[src/rtl/state_flag_seq.sv]
// Registered state sequencer: step / jump / dwell-timeout advance with a
// parametrised state-to-flag decode table, all outputs driven from flops.
module state_flag_seq #(
    parameter int                      SW           = 2,
    parameter int                      FW           = 2,
    parameter int                      NUM_STATES   = 4,
    parameter logic [(2**SW)*FW-1:0]   FLAG_TABLE   = 8'h0A,
    parameter logic [2**SW-1:0]        SPEC_MASK    = 4'hB,
    parameter logic [FW-1:0]           DEFAULT_FLAG = '0,
    parameter bit                      HOLD_MODE    = 1'b1,
    parameter int                      TIMEOUT      = 0
) (
    input  logic          clk,
    input  logic          rst,
    input  logic          advance,
    input  logic          jump_en,
    input  logic [SW-1:0] jump_state,
    output logic [SW-1:0] curr_state,
    output logic [FW-1:0] flag,
    output logic          flag_valid,
    output logic          state_chg,
    output logic          err
);

    localparam int              DW         = (TIMEOUT > 0) ? $clog2(TIMEOUT + 1) : 1;
    localparam logic [DW-1:0]   DWELL_LAST = DW'((TIMEOUT > 0) ? TIMEOUT - 1 : 0);
    localparam logic [SW:0]     NUM_ST     = (SW + 1)'(NUM_STATES);
    localparam logic [SW-1:0]   LAST_STATE = SW'(NUM_STATES - 1);
    localparam logic [FW-1:0]   RESET_FLAG = SPEC_MASK[0] ? FLAG_TABLE[FW-1:0] : DEFAULT_FLAG;

    logic [SW-1:0] state_q, state_d;
    logic [DW-1:0] dwell_q, dwell_d;
    logic [FW-1:0] flag_q, flag_d;
    logic          valid_q, valid_d;
    logic          chg_q, chg_d;
    logic          err_q, err_d;
    logic          step;
    logic          timeout_hit;

    always_comb begin
        state_d     = state_q;
        err_d       = 1'b0;
        step        = 1'b0;
        timeout_hit = (TIMEOUT != 0) && (dwell_q == DWELL_LAST);

        // An unused encoding recovers to state 0 ahead of any request.
        if ({1'b0, state_q} >= NUM_ST) begin
            state_d = '0;
            step    = 1'b1;
        end else if (jump_en && ({1'b0, jump_state} < NUM_ST)) begin
            state_d = jump_state;
            step    = 1'b1;
        end else if (jump_en) begin
            err_d   = 1'b1;
        end else if (advance || timeout_hit) begin
            state_d = (state_q == LAST_STATE) ? '0 : state_q + 1'b1;
            step    = 1'b1;
        end

        if (TIMEOUT == 0 || step)
            dwell_d = '0;
        else if (dwell_q != DWELL_LAST)
            dwell_d = dwell_q + 1'b1;
        else
            dwell_d = dwell_q;

        // Flag follows the next state so it lines up with curr_state.
        if (SPEC_MASK[state_d])
            flag_d = FLAG_TABLE[int'(state_d)*FW +: FW];
        else
            flag_d = HOLD_MODE ? flag_q : DEFAULT_FLAG;

        valid_d = SPEC_MASK[state_d];
        chg_d   = (state_d != state_q);
    end

    always_ff @(posedge clk) begin
        if (rst) begin
            state_q <= '0;
            dwell_q <= '0;
            flag_q  <= RESET_FLAG;
            valid_q <= SPEC_MASK[0];
            chg_q   <= 1'b0;
            err_q   <= 1'b0;
        end else begin
            state_q <= state_d;
            dwell_q <= dwell_d;
            flag_q  <= flag_d;
            valid_q <= valid_d;
            chg_q   <= chg_d;
            err_q   <= err_d;
        end
    end

    assign curr_state = state_q;
    assign flag       = flag_q;
    assign flag_valid = valid_q;
    assign state_chg  = chg_q;
    assign err        = err_q;

endmodule

[config.mk]
export PLATFORM = sky130hd
export DESIGN_NAME = state_flag_seq
export DESIGN_NICKNAME = d
export VERILOG_FILES = /design/src/rtl/state_flag_seq.sv
export SDC_FILE = /design/constraint.sdc
export NUM_CORES = 1
export LEC_CHECK = 0
export BUFFER_PORTS_ARGS = -buffer_cell sky130_fd_sc_hd__buf_2
export CORE_AREA = 2 2 39 41
export DETAILED_ROUTE_END_ITERATION = 8
export DIE_AREA = 0 0 41 43
export SYNTH_ARGS = -nofsm -noshare
export SYNTH_HDL_FRONTEND = slang
export SYNTH_SLANG_ARGS = --single-unit
[constraint.sdc]
create_clock -name clk -period 4.1 [get_ports clk]
set_clock_uncertainty 0.15 [all_clocks]
set_input_delay 0.82 -clock clk [delete_from_list [all_inputs] [get_ports clk]]
set_output_delay 0.82 -clock clk [all_outputs]
set_load 0.01 [all_outputs]
==> impl_metrics.toml <==
[flow_run]
cap_violations = 0

[global_routing]
antenna_found_initial = 0
first_global_vias = 220
grt_use_total_pct = 8.13
grt_overflow = 0
grt_start_max_net_pins = 10
grt_pass1_wl_um = 862

[cts]
numCtsBuffers = 3
post_cts_buffers = 0
clockBufferDepth = 2
cts_sinks = 5
cts_resized = 0
clock_tree.htree_level_count = 1
holdBufCountCts = 0
clk_latency_ns = 0.24
cts-root-buf = "clkbuf_4"
clk_pin_slew_ns = 0.04
cts_tree = "done"

[cells_and_area]
drive_gt1_share_pct = 38.1
multiInputGateArea_um2 = 161
antenna-diode-count = 0
layout.cells.non_filler = 58
syn2layout_area_growth_pct = 30.8
final_nets = 50
register_area_um2 = 100
fill_cells = 148

[power_and_ir_drop]
ir_drop_mv = 0.165
leakagePower_nw = 0.175
powerDensity_mw_per_mm2 = 384

[synthesis]
syn-instance-count = 29
synth_top_flop_cell = "dfxtp_1"
yosysSeqAreaShare_pct = 36.2
synth-seq-cells = 5
synth.most_common_cell = "dfxtp_1"
synth_edf_count = 0
postSynthAreaPerCell_um2 = 9.54
ys_types = 21
ys_warn_count = 0
yosys-top-cells-area = "dfxtp_1 36%, buf_4 5.4%, nand3b_1 5.4%"
syn-cell-area_um2 = 277
synth_top_cell_by_area = "dfxtp_1"
synth_top_area_share_pct = 36.2
synth_common_cells = "5 x dfxtp_1, 2 x buf_4, 2 x nand2_1, 2 x nand3b_1, 2 x or2b_1"
postSynth.asyncResetShare_pct = 0

[critical_path]
worstSetupPathType = "flip-flop to primary output"
path_max_fanout = 6
r2r_slack_ns = 2.43
critPathBufInv = 1
endpoint_kind = "primary output"
cpPeakStageDelay_ns = 0.42
crit_path_start_kind = "flip-flop"
crit_family = "flip-flops"
worst_r2r_endpoint = "state_chg"
required_ns = 3.13
worstReg2RegStart = "curr_state[0]"
cp.arrival_ns = 0.83
cp_cell_sequence = "buf_2"
r2r_cells = 4
cpMaxStageDelayCell = "dfxtp_1"

[sta]
finalCritPeriodShare_pct = 44.0
rsz0062_at_grt = "no"
max_freq_ghz = 0.555
fin_ws_ns = 2.30
hold_violations = 0
maxSlewViolCount = 0
finalSetupViolations = 0
fin_tns_setup_ns = 0
finalCriticalPeriod_ns = 1.80

[die]
ioPinCount = 13
dieArea_mm2 = 0.00176
die_x_um = 41
rows = 14
initial_core_util_pct = 20.0
fp.coreArea_mm2 = 0.00138
fp.dieH_um = 43

[detailed_routing]
first_pass_iters = 4
drtIter0Drc = 4
drtAntennaViolNets = 0
routed_wl_um = 530
avgRoutedWirePerCell_um = 9.14
via_per_inst = 4.16
route.detailed.drc = 0
via_count = 241

[run_status]
status = "complete, no violations"

[placed_design]
io_buffers = 10
gp_congestion = 0.643
dp_slack_ns = 2.14
dpl.cell_count = 54

[min_path]
whs_endpoint = "flag[1]"
min_from = "flag[1]"
hold_depth = 1
min_path_type = "flip-flop to flip-flop"
cells by family after synthesis:
family	synth area share, %
compound gates	17.6
xor+xnor	3.17
simple gates	26.2
flops	36.2
other cells	1.36
fa+ha+maj	4.52
mux	4.07
buf+inv	6.78
worst max path at each step:
stage | startpoint | endpoint | slack (ns) | cells past startpoint
after floorplan | jump_en | state_chg | 2.36 | 3
after global placement | advance | flag[1] | 2.18 | 4
after detailed placement | jump_en | state_chg | 2.14 | 4
after CTS | curr_state[0] | curr_state[0] | 2.28 | 1
after global routing | curr_state[0] | curr_state[0] | 2.23 | 1
final | curr_state[0] | curr_state[0] | 2.30 | 1
layer usage:
metal | GRT usage, % | part of all wire (%) | up-vias
li1 | - | - | 125
met1 | 7.72 | 47 | 106
met3 | 9.42 | 10 | 0
met4 | 4.00 | 0 | 0
met5 | 0 | 0 | -
met2 | 10.3 | 42 | 10
sequential cells by signal (all words and copies together) (netlist names):
| register | count |
|---|---|
| curr_state | 2 |
| flag | 1 |
| flag_valid | 1 |
| state_chg | 1 |
cells in the final DEF (no fill, tap or decap), types with 2 or more instances in the layout:
cell type,n
buf_2,10
clkbuf_4,3
conb_1,2
dfxtp_1,5
nand2_1,2
nand3b_1,2
or2b_1,2
report_power, final:
| part | total, W | internal (W) | switching (W) |
|---|---|---|---|
| sequential | 0.0000559 | 0.0000530 | 0.00000292 |
| combinational | 0.0000262 | 0.0000135 | 0.0000127 |
| clock | 0.0000567 | 0.0000368 | 0.0000199 |
| total | 0.000139 | 0.000103 | 0.0000356 |
metrics by stage:
step / instance area, um2 / power [W] / util [%] / hold slack (ns)
after floorplan: 280 / 0.0000743 / - / 0.363
after global placement: 335 / 0.0000834 / 24.2 / 0.303
after detailed placement: 335 / 0.0000833 / 24.2 / 0.300
after CTS: 362 / 0.000143 / 26.1 / 0.310
after global routing: 362 / 0.000150 / 26.1 / 0.321
final: 362 / 0.000139 / 26.1 / 0.306
final cells by class:
cell class | count | area share (%)
inverter | 1 | 1.04
sequential | 5 | 27.7
clock buffer | 4 | 7.27
tap | 16 | 5.54
multi-input combinational | 22 | 44.6
timing repair buffer | 10 | 13.8
Power figures use the tool's default switching activity.
